==> config.mk <==
export PLATFORM = sky130hd
export DESIGN_NAME = uart_rx_oversample
export DESIGN_NICKNAME = d
export VERILOG_FILES = /design/src/rtl/uart_rx_oversample.sv
export SDC_FILE = /design/constraint.sdc
export NUM_CORES = 1
export LEC_CHECK = 0
export ABC_AREA = 1
export BUFFER_PORTS_ARGS = -buffer_cell sky130_fd_sc_hd__buf_4
export CAP_MARGIN = 20
export CORE_MARGIN = 4
export CORE_UTILIZATION = 40
export DETAILED_ROUTE_END_ITERATION = 8
export PLACE_DENSITY = 0.66
export SLEW_MARGIN = 10
export SYNTH_ARGS = -nofsm -noshare
export SYNTH_HDL_FRONTEND = slang
export SYNTH_SLANG_ARGS = --single-unit
==> constraint.sdc <==
create_clock -name clk -period 2.7 [get_ports clk]
set_clock_uncertainty 0.05 [all_clocks]
set_input_delay 0.27 -clock clk [delete_from_list [all_inputs] [get_ports clk]]
set_output_delay 0.27 -clock clk [all_outputs]
set_load 0.01 [all_outputs]
==> src/rtl/uart_rx_oversample.sv <==
// rtl/uart_rx_oversample.sv - 8N1 UART receiver clocked by a 16x oversampling baud tick
// Synchronises rx, samples mid-bit, flags framing errors and waits out a break.
module uart_rx_oversample #(
   parameter int DATA_BITS  = 8,
   parameter int OVERSAMPLE = 16
) (
   input  logic                 clk,
   input  logic                 rst,
   input  logic                 baud_tick,
   input  logic                 rx,
   output logic [DATA_BITS-1:0] rx_data,
   output logic                 rx_valid,
   output logic                 frame_err,
   output logic                 busy
);

   localparam int TW = $clog2(OVERSAMPLE);
   localparam int BW = $clog2(DATA_BITS + 1);
   localparam logic [TW-1:0] TICK_MID  = TW'(OVERSAMPLE / 2 - 1);
   localparam logic [TW-1:0] TICK_LAST = TW'(OVERSAMPLE - 1);
   localparam logic [TW-1:0] TICK_ONE  = TW'(1);
   localparam logic [BW-1:0] BIT_LAST  = BW'(DATA_BITS - 1);
   localparam logic [BW-1:0] BIT_ONE   = BW'(1);

   typedef enum logic [2:0] {
      IDLE,
      START,
      DATA,
      STOP,
      BREAK
   } state_t;

   state_t               state;
   state_t               state_nx;
   logic [TW-1:0]        tick_cnt;
   logic [TW-1:0]        tick_cnt_nx;
   logic [BW-1:0]        bit_cnt;
   logic [BW-1:0]        bit_cnt_nx;
   logic [DATA_BITS-1:0] shreg;
   logic [DATA_BITS-1:0] shreg_nx;
   logic                 rx_meta;
   logic                 rx_s;
   logic                 valid_nx;
   logic                 err_nx;

   // Both stages reset high so a reset never fabricates a start edge.
   always_ff @(posedge clk) begin
      if (rst) begin
         rx_meta <= 1'b1;
         rx_s    <= 1'b1;
      end else begin
         rx_meta <= rx;
         rx_s    <= rx_meta;
      end
   end

   always_ff @(posedge clk) begin
      if (rst) begin
         state     <= IDLE;
         tick_cnt  <= '0;
         bit_cnt   <= '0;
         shreg     <= '0;
         rx_data   <= '0;
         rx_valid  <= 1'b0;
         frame_err <= 1'b0;
      end else begin
         state     <= state_nx;
         tick_cnt  <= tick_cnt_nx;
         bit_cnt   <= bit_cnt_nx;
         shreg     <= shreg_nx;
         rx_valid  <= valid_nx;
         frame_err <= err_nx;
         if (valid_nx) begin
            rx_data <= shreg;
         end
      end
   end

   // Everything below only moves on a baud tick; other cycles hold.
   always_comb begin
      state_nx    = state;
      tick_cnt_nx = tick_cnt;
      bit_cnt_nx  = bit_cnt;
      shreg_nx    = shreg;
      valid_nx    = 1'b0;
      err_nx      = 1'b0;
      if (baud_tick) begin
         unique case (state)
            IDLE: begin
               if (!rx_s) begin
                  state_nx    = START;
                  tick_cnt_nx = '0;
               end
            end
            START: begin
               if (tick_cnt == TICK_MID) begin
                  if (rx_s) begin
                     state_nx = IDLE;
                  end else begin
                     state_nx    = DATA;
                     tick_cnt_nx = '0;
                     bit_cnt_nx  = '0;
                  end
               end else begin
                  tick_cnt_nx = tick_cnt + TICK_ONE;
               end
            end
            DATA: begin
               if (tick_cnt == TICK_LAST) begin
                  shreg_nx    = {rx_s, shreg[DATA_BITS-1:1]};
                  tick_cnt_nx = '0;
                  bit_cnt_nx  = bit_cnt + BIT_ONE;
                  if (bit_cnt == BIT_LAST) begin
                     state_nx = STOP;
                  end
               end else begin
                  tick_cnt_nx = tick_cnt + TICK_ONE;
               end
            end
            STOP: begin
               // Leaving at mid stop bit allows zero-gap back-to-back frames.
               if (tick_cnt == TICK_LAST) begin
                  tick_cnt_nx = '0;
                  if (rx_s) begin
                     valid_nx = 1'b1;
                     state_nx = IDLE;
                  end else begin
                     err_nx   = 1'b1;
                     state_nx = BREAK;
                  end
               end else begin
                  tick_cnt_nx = tick_cnt + TICK_ONE;
               end
            end
            BREAK: begin
               if (rx_s) begin
                  state_nx = IDLE;
               end
            end
            default: begin
               state_nx = IDLE;
            end
         endcase
      end
   end

   assign busy = (state != IDLE);

endmodule

==> impl_metrics.json, run 1 <==
{
  "die_w_um": 68.7,
  "wl_mm": 2.70,
  "synth_top_area_frac": 0.421,
  "worstHoldStart": "rx",
  "hp-class": "input port to flip-flop",
  "num_vias": 1261,
  "wl_per_cell_um": 9.67,
  "startpoint_type": "flip-flop",
  "ys.flop_type": "dfxtp_1",
  "worst_pin_slew_ns": 0.556,
  "drtAntennaViolNets": 0,
  "synthDistinctLibCells": 25,
  "hold_buffers": 0,
  "r2r_slack_ns": 1.13,
  "cp-endpoint": "shreg[7]",
  "ioPinCount": 15,
  "clk_latency_ns": 0.28,
  "max_cap_viol_count": 0,
  "dr.pass1.iters": 6,
  "startpoint": "tick_cnt[0]",
  "cts_buffers": 5,
  "setup_tns_ns": 0,
  "r2r_cells": 9,
  "drv_slew": 0,
  "design.die.area_um2": 4720,
  "dp.final_hpwl_mm": 1.90,
  "relSlewSlack": 0.629,
  "core_region_area_um2": 3440,
  "ys_async_sr_fraction": 0,
  "grt_pass1_wl_mm": 4.72,
  "end_kind": "flip-flop",
  "syn2layout_area_growth_pct": 15.1,
  "status": "finished clean",
  "post_cts_buffers": 0,
  "synth-seq-cells": 31,
  "period_minus_slack_ns": 1.57,
  "vdd_drop_max_mv": 0.253,
  "hold_slack_ns": 0.129,
  "rows": 21,
  "crit_type": "flip-flop to flip-flop",
  "p_leak_nw": 0.804,
  "seq_area_frac_synth": 0.421,
  "cts_resized": 0,
  "timing.rr.start": "tick_cnt[0]",
  "gp_congestion": 0.886,
  "vias_per_cell": 4.52,
  "setup_viol": 0,
  "fillers": 346,
  "cts.sinks": 31,
  "htree_levels": 2,
  "grt_max_degree": 22,
  "port_buffers": 14,
  "ys_warn_count": 0,
  "clk_pin_slew_ns": 0.07,
  "rsz0062_at_grt": "false",
  "syn_nets": 221,
  "syn-cell-area_um2": 1480,
  "initial_core_util": 0.429,
  "synth.most_common_cell": "nor2_1",
  "grt_usage": 0.134,
  "cp.required_ns": 2.86,
  "cts_tree": "yes",
  "hold_viol": 0,
  "syn_inst": 215,
  "grt_pass1_vias": 1082,
  "cts_max_path_buffers": 2,
  "die_y_um": 68.7,
  "period_share": 0.580,
  "num_antenna_cells": 0,
  "synth_edf_count": 0,
  "drt_iter0_markers": 54,
  "r2r-end": "shreg[7]",
  "grt_overflow": 0,
  "clock.fmax_mhz": 639,
  "synth.largest_area_cell": "dfxtp_1",
  "antenna_found_initial": 0,
  "pwr_density_cell_nw_per_um2": 540,
  "drive_gt1_frac": 0.185,
  "root_buffer": "clkbuf_8",
  "synth_area_leaders": "dfxtp_1 (42%), nor2_1 (12%), nand2_1 (11%)",
  "cp_data_arrival_time_ns": 1.73,
  "syn_area_per_cell_um2": 6.86,
  "synthTopCellsByCount": "nor2_1 (48), nand2_1 (44), dfxtp_1 (31)",
  "drcViolationCount": 0,
  "fin_nets": 238,
  "cp_max_fo": 9
}
==> state kept, by name, indices dropped and copies added, names as in the netlist <==
register / count
rx_data: 8
shreg: 8
bit_cnt: 4
tick_cnt: 4
state: 3
frame_err: 1
rx_meta: 1
rx_s: 1
rx_valid: 1
==> where the power goes <==
part	switching (mW)	internal (mW)	total [mW]
clock network	0.165	0.176	0.341
logic	0.0625	0.0344	0.0969
registers	0.0115	0.466	0.478
==> cell type report <==
class | instances | area, um^2 | area share
Multi-Input combinational cell | 153 | 729 | 0.430
Sequential cell | 31 | 621 | 0.366
Timing Repair Buffer | 14 | 105 | 0.0619
Inverter | 27 | 101 | 0.0597
Clock buffer | 5 | 68.8 | 0.0405
Tap cell | 46 | 57.6 | 0.0339
Clock inverter | 3 | 15.0 | 0.00884
==> worst max-delay path: stages, from the launching register on <==
cell     delay, ns
dfxtp_1       0.37
ha_1          0.21
nand2_2       0.10
nor2_4        0.12
inv_2         0.08
nor2_8        0.11
nand2_2       0.12
inv_2         0.16
o21ai_1       0.07
a21oi_1       0.13
==> through the flow <==
step	util	power (mW)	setup slack, ns	cell area (um^2)	std cells
after floorplan	-	0.559	1.30	1480	215
final	0.493	0.916	1.13	1700	279
after global routing	0.493	0.970	0.973	1700	279
after detailed placement	0.469	0.585	1.13	1610	271
after CTS	0.493	0.928	1.13	1700	279
after global placement	0.469	0.585	1.18	1610	271
==> kinds of logic (layout without fill, tap and decap cells) <==
group,after synthesis,after routing,share of synthesized area
and+or+nand+nor,125,125,0.379
AOI/OAI and AO/OA,25,25,0.0925
DFF,31,31,0.421
xor gates and xnor gates,1,1,0.00594
buffers and inverters,31,49,0.0848
adders and majority gates,2,2,0.0170
==> per-layer routing <==
layer,vias to the layer above,share of wire,wire length (um),track usage
met2,16,0.42,1140,0.194
met5,-,0,0,0
li1,709,-,-,-
met3,5,0.039,106,0.0405
met4,0,0.019,51,0.0706
met1,531,0.52,1400,0.178
==> worst min path at each step <==
| stage | end | slack [ns] | cells past startpoint |
|---|---|---|---|
| after floorplan | rx_meta | 0.32 | 1 |
| after global placement | rx_s | 0.34 | 1 |
| after detailed placement | rx_s | 0.35 | 1 |
| after CTS | rx_meta | 0.12 | 2 |
| after global routing | rx_meta | 0.13 | 2 |
| final | rx_meta | 0.13 | 2 |
==> layout by cell type, fill, tap and decap left out, types with 3 or more instances in the layout <==
cell type | synthesis | routed
nor2_1 | 48 | 48
a21oi_1 | 9 | 9
dfxtp_1 | 31 | 31
o21ai_0 | 10 | 10
buf_4 | 0 | 14
clkbuf_8 | 0 | 5
inv_2 | 5 | 5
nand3_1 | 17 | 17
clkinv_2 | 0 | 3
nand2_2 | 4 | 4
inv_1 | 22 | 22
nor2_2 | 5 | 5
nand2_1 | 44 | 44
(Power assumes the default switching activity.)
==> inputs of run 2 (changes only) <==
Settings changed: PLACE_DENSITY 0.66 to 0.68.
Clock period 2.7 ns to 1.41 ns, I/O delays scaled along.
==> run 2 against run 1 <==
Net effect: the flow now finishes with violations (setup timing); non-clock buffer count increased by 13; sequential power up 92%; power rose by 130%; critical path type unchanged; routed wire length up 18%; clock power rose to 2.7 times the previous value; sequential share of layout area decreased by 4.2 points; global-route usage is 0.58 points higher; worst hold slack got worse by 0.091 ns; count of clock-buffer cells in the layout increased by 1; critical path depth is 1 higher.
==> impl_metrics.json, run 2 (synthesized netlist as in run 1, its figures left out) <==
{
  "period_share": 1.08,
  "placed_cell_area_um2": 1690,
  "cp_data_arrival_time_ns": 1.69,
  "drive_gt1_frac": 0.294,
  "dp.final_hpwl_mm": 2.04,
  "wl_mm": 3.19,
  "cts_max_path_buffers": 2,
  "final_area_um2": 1940,
  "fillers": 356,
  "setup_tns_ns": -1.09,
  "syn2layout_area_growth_pct": 31.6,
  "reg_top3": "rx_data: 8 flops, shreg: 8 flops",
  "grt_usage": 0.140,
  "port_buffers": 14,
  "worst_pin_slew_ns": 0.435,
  "drtAntennaViolNets": 0,
  "rows": 21,
  "drcViolationCount": 0,
  "htree_levels": 2,
  "setup_viol": 20,
  "grt_max_degree": 17,
  "gp_congestion": 0.857,
  "cts_buffers": 5,
  "ioPinCount": 15,
  "pwr_density_cell_nw_per_um2": 1060,
  "grt_pass1_wl_mm": 4.93,
  "wl_per_cell_um": 10.9,
  "end_kind": "flip-flop",
  "drt_iter0_markers": 73,
  "hold_viol": 0,
  "die_w_um": 68.7,
  "max_cap_viol_count": 0,
  "clk_latency_ns": 0.29,
  "die_y_um": 68.7,
  "vias_per_cell": 4.70,
  "clock.fmax_mhz": 658,
  "crit_type": "flip-flop to flip-flop",
  "core_region_area_um2": 3440,
  "antenna_found_initial": 0,
  "vdd_drop_max_mv": 0.623,
  "fin_nets": 253,
  "status": "finished with violations",
  "period_minus_slack_ns": 1.52,
  "hp-class": "input port to flip-flop",
  "root_buffer": "clkbuf_8",
  "design.die.area_um2": 4720,
  "dr.pass1.iters": 4,
  "cp_max_fo": 4,
  "num_antenna_cells": 0,
  "cts.sinks": 31,
  "rsz0062_at_grt": "true",
  "clk_pin_slew_ns": 0.07,
  "p_leak_nw": 0.913,
  "finalPower_mw": 2.06,
  "mostFrequentLayoutCell": "nor2_1",
  "initial_core_util": 0.429,
  "cts_tree": "yes",
  "grt_overflow": 0,
  "cp.required_ns": 1.58,
  "startpoint_type": "flip-flop",
  "relSlewSlack": 0.710,
  "grt_pass1_vias": 1154,
  "num_vias": 1381,
  "postLayoutSetupSlackWorst_ns": -0.110,
  "violations": "setup timing",
  "drv_slew": 0,
  "final_cell_mix": "nor2_1 (46), nand2_1 (40), buf_4 (26), dfxtp_1 (25), inv_1 (22)"
}
[run 2: changes by cell type in the layout (fill, tap and decap cells not counted), sizes merged]
cell / change
bufinv: +1
clkinv: -1
clkbuf: +1
dlygate4sd3: +1
buf: +12
nand3: +1
[run 2: where the power goes]
part	internal, mW	switching, mW	total, mW
sequential	0.896	0.0229	0.918
combinational	0.0947	0.138	0.232
clock	0.571	0.341	0.912
[run 2: timing repair]
action                                 CTS  global route
buffers inserted                         0             2
pin swaps                                0            11
setup endpoints to repair               24            27
endpoints found under the hold margin    1             0
hold buffers                             1             0
gates cloned                             0             2
resized for setup                        3            25
[run 2: final cells by class]
| cell class | count | area [um^2] | area share |
|---|---|---|---|
| clock inverters | 2 | 35.0 | 0.0180 |
| repair buffers | 27 | 205 | 0.106 |
| repair inverters | 1 | 5.00 | 0.00258 |
| flip-flops and latches | 31 | 628 | 0.323 |
| multi-input cells | 154 | 820 | 0.422 |
| inverters | 27 | 109 | 0.0561 |
| well taps | 46 | 57.6 | 0.0296 |
| clock buffers | 6 | 82.6 | 0.0425 |
[run 2: worst paths after layout]
path	startpoint	to	slack, ns	cells past startpoint
setup / recovery	tick_cnt[0]	state[2]	-0.11	10
hold / removal	rst	tick_cnt[1]	0.04	2
setup reg to reg	tick_cnt[0]	state[2]	-0.11	10
hold reg to reg	rx_meta	rx_s	0.37	1
[run 2: metrics by stage]
| step | setup slack, ns | hold WS [ns] | instances | utilization |
|---|---|---|---|---|
| after floorplan | 0.00770 | 0.195 | 215 | - |
| after detailed placement | -0.0558 | 0.279 | 281 | 0.491 |
| after CTS | -0.0570 | 0.0440 | 290 | 0.531 |
| after global placement | -0.0512 | 0.276 | 281 | 0.491 |
| final | -0.110 | 0.0376 | 294 | 0.564 |
| after global routing | -0.208 | 0.0405 | 294 | 0.564 |
[run 2: critical path, stage by stage (launching register included)]
cell     delay, ns
dfxtp_2       0.35
ha_4          0.15
nand2_4       0.07
nor2_4        0.16
inv_4         0.06
buf_4         0.14
a21oi_4       0.16
nand2_2       0.09
nand2_1       0.07
nand2_1       0.05
nor2_1        0.08
[run 2: metal layers]
layer / GRT usage / vias up / share of wire / wire [um]
met5: 0 / - / 0 / 0
met4: 0.0657 / 0 / 0.018 / 57
met3: 0.0454 / 6 / 0.044 / 140
met2: 0.216 / 29 / 0.49 / 1560
met1: 0.176 / 608 / 0.45 / 1440
li1: - / 738 / - / -
==> inputs of run 3 (changes only) <==
Settings changed: ABC_AREA 1 to unset, CTS_CLUSTER_DIAMETER set to 120.
==> run 3 against run 2 <==
Net effect: largest cell class unchanged; synthesized cell count shrank 33%; flip-flop and latch count did not move; the run still ends with setup timing left; area after synthesis shrank 6.3%; power decreased by 29%; die area decreased by 5.6%; final area down 3.4%; sequential share of layout area grew 1.7 points; clock power fell by 43%; worst hold slack improved by 0.074 ns; non-clock buffer count up 15; maximum frequency is 0.20% higher.
==> impl_metrics.json, run 3 <==
{
  "place_inst": 219,
  "reg_top3": "rx_data: 8 flops, shreg: 8 flops",
  "ys_warn_count": 0,
  "gp_congestion": 0.911,
  "pwr_density_cell_nw_per_um2": 781,
  "grtUsageMet2": 0.244,
  "initial_core_util": 0.414,
  "violations": "setup timing",
  "die_y_um": 66.8,
  "cp_data_arrival_time_ns": 1.68,
  "cts_tree": "yes",
  "preCtsSetupSlack_ns": -0.118,
  "cts_max_path_buffers": 2,
  "num_antenna_cells": 0,
  "ys_async_sr_fraction": 0,
  "wl_mm": 3.16,
  "drv_slew": 0,
  "worst_pin_slew_ns": 0.337,
  "final_cell_mix": "buf_4 (34), dfxtp_1 (23), nor2_1 (22), mux2i_1 (16), nand2_1 (7)",
  "synth.largest_area_cell": "dfxtp_1",
  "grt_max_degree": 32,
  "synth.most_common_cell": "dfxtp_1",
  "rows": 21,
  "top_usage_layer": "met2",
  "grt_pass1_vias": 1216,
  "root_buffer": "clkbuf_4",
  "path_cells": "buf_12, nand4b_1, buf_4, a21o_1, a21oi_2, nor2_1",
  "wl_per_cell_um": 13.7,
  "final_cells": 231,
  "timing.rr.start": "state[2]",
  "cp.required_ns": 1.58,
  "fillers": 306,
  "met1_usage": 0.183,
  "drtAntennaViolNets": 0,
  "end_kind": "flip-flop",
  "htree_levels": 2,
  "slowest_delay_ns": 0.37,
  "startpoint": "state[2]",
  "setup_viol": 16,
  "grt_overflow": 0,
  "port_buffers": 14,
  "p_leak_nw": 0.790,
  "antenna_found_initial": 0,
  "clk_latency_ns": 0.33,
  "syn_nets": 150,
  "max_cap_viol_count": 0,
  "synthTopCellsByCount": "dfxtp_1 (31), nor2_1 (22), mux2i_1 (16)",
  "core_region_area_um2": 3340,
  "die_w_um": 66.8,
  "hp-class": "input port to flip-flop",
  "synth_top_area_frac": 0.449,
  "cts_buffers": 5,
  "ioPinCount": 15,
  "cp_max_fo": 5,
  "status": "finished with violations",
  "period_share": 1.08,
  "startpoint_type": "flip-flop",
  "rsz0062_at_grt": "true",
  "final_core_util": 0.562,
  "clk_pin_slew_ns": 0.10,
  "period_minus_slack_ns": 1.52,
  "hold_viol": 0,
  "num_vias": 1237,
  "syn-cell-area_um2": 1380,
  "clock.fmax_mhz": 659,
  "drcViolationCount": 0,
  "syn_area_per_cell_um2": 9.60,
  "fin_nets": 190,
  "synth_area_leaders": "dfxtp_1 (45%), mux2i_1 (12%), nor2_1 (6.0%)",
  "syn_inst": 144,
  "vdd_drop_max_mv": 0.652,
  "seq_area_frac_synth": 0.449,
  "postLayoutSetupSlackWorst_ns": -0.106,
  "worstHoldStart": "baud_tick",
  "cts.sinks": 31,
  "mostFrequentLayoutCell": "buf_4",
  "grt_usage": 0.154,
  "vias_per_cell": 5.35,
  "design.die.area_um2": 4460,
  "synth-seq-cells": 31,
  "synth_edf_count": 0,
  "synthDistinctLibCells": 41,
  "drive_gt1_frac": 0.405,
  "finalPower_mw": 1.47,
  "relSlewSlack": 0.775,
  "dp.final_hpwl_mm": 2.14,
  "ys.flop_type": "dfxtp_1",
  "drt_iter0_markers": 92,
  "cp_top_family": "flip-flops",
  "slowest_stage": "dfxtp_4",
  "grt_pass1_wl_mm": 5.13,
  "dr.pass1.iters": 4,
  "met3_usage": 0.0388,
  "crit_type": "flip-flop to flip-flop",
  "syn2layout_area_growth_pct": 35.7,
  "crit_buf_inv": 2
}
[run 3: cell count changes in the layout (fill, tap and decap cells not counted), moves of 7 or more]
cell,change
nor2_1,-24
buf_4,+8
nand3_1,-9
mux2i_1,+16
inv_1,-21
o21ai_0,-7
nand2_1,-33
[run 3: cell families after synthesis]
kind of cell,Yosys count,share of synthesized area
simple gates,60,0.240
flops,31,0.449
compound gates,23,0.119
mux,17,0.124
buf+inv,10,0.0443
fa+ha+maj,2,0.0181
xor+xnor,1,0.00634
[run 3: area by class of cell]
type                            count  area (um^2)  share of cell area
Inverter                            1         3.75             0.00200
Clock buffer                        5         37.5              0.0200
Sequential cell                    31          638               0.340
Timing Repair Buffer               42          362               0.193
Multi-Input combinational cell    103          758               0.404
Clock inverter                      3         20.0              0.0107
Tap cell                           46         57.6              0.0307
[run 3: metrics by stage]
stage	TNS [ns]	hold slack [ns]	cell area, um^2
after floorplan	-0.556	0.195	1400
after global placement	-0.688	0.287	1700
after detailed placement	-1.45	0.293	1700
after CTS	-1.25	0.0872	1850
after global routing	-2.76	0.125	1880
final	-1.21	0.111	1880
[run 3: layer usage]
layer  vias to the layer above  wire length (um)
li1                        595                 -
met1                       593              1410
met2                        38              1490
met3                        11               162
met4                         0                93
met5                         -                 0
[run 3: path summary, 6_finish.rpt]
check	end	slack, ns	depth (start not counted)
setup / recovery	bit_cnt[0]	-0.11	6
setup reg to reg	bit_cnt[0]	-0.11	6
hold / removal	state[2]	0.11	4
hold reg to reg	rx_s	0.37	1
[run 3: power by group]
part | switching (mW) | leakage, nW | internal (mW)
logic | 0.0376 | 0.508 | 0.0320
clock network | 0.330 | 0.0272 | 0.190
registers | 0.00286 | 0.255 | 0.874
[run 3: worst min-delay path, cell delays in order]
cell and delay, ns:
buf_4 0.12, a21oi_1 0.07, nand2_1 0.07, o41ai_1 0.06
[run 3: repair_timing]
action                                  CTS  global route
setup buffers                             3             0
endpoints found under the hold margin     1             0
pin swaps                                 1             5
endpoints found under the setup margin   19            29
hold buffers                              1             0
gates resized for setup                  15             7
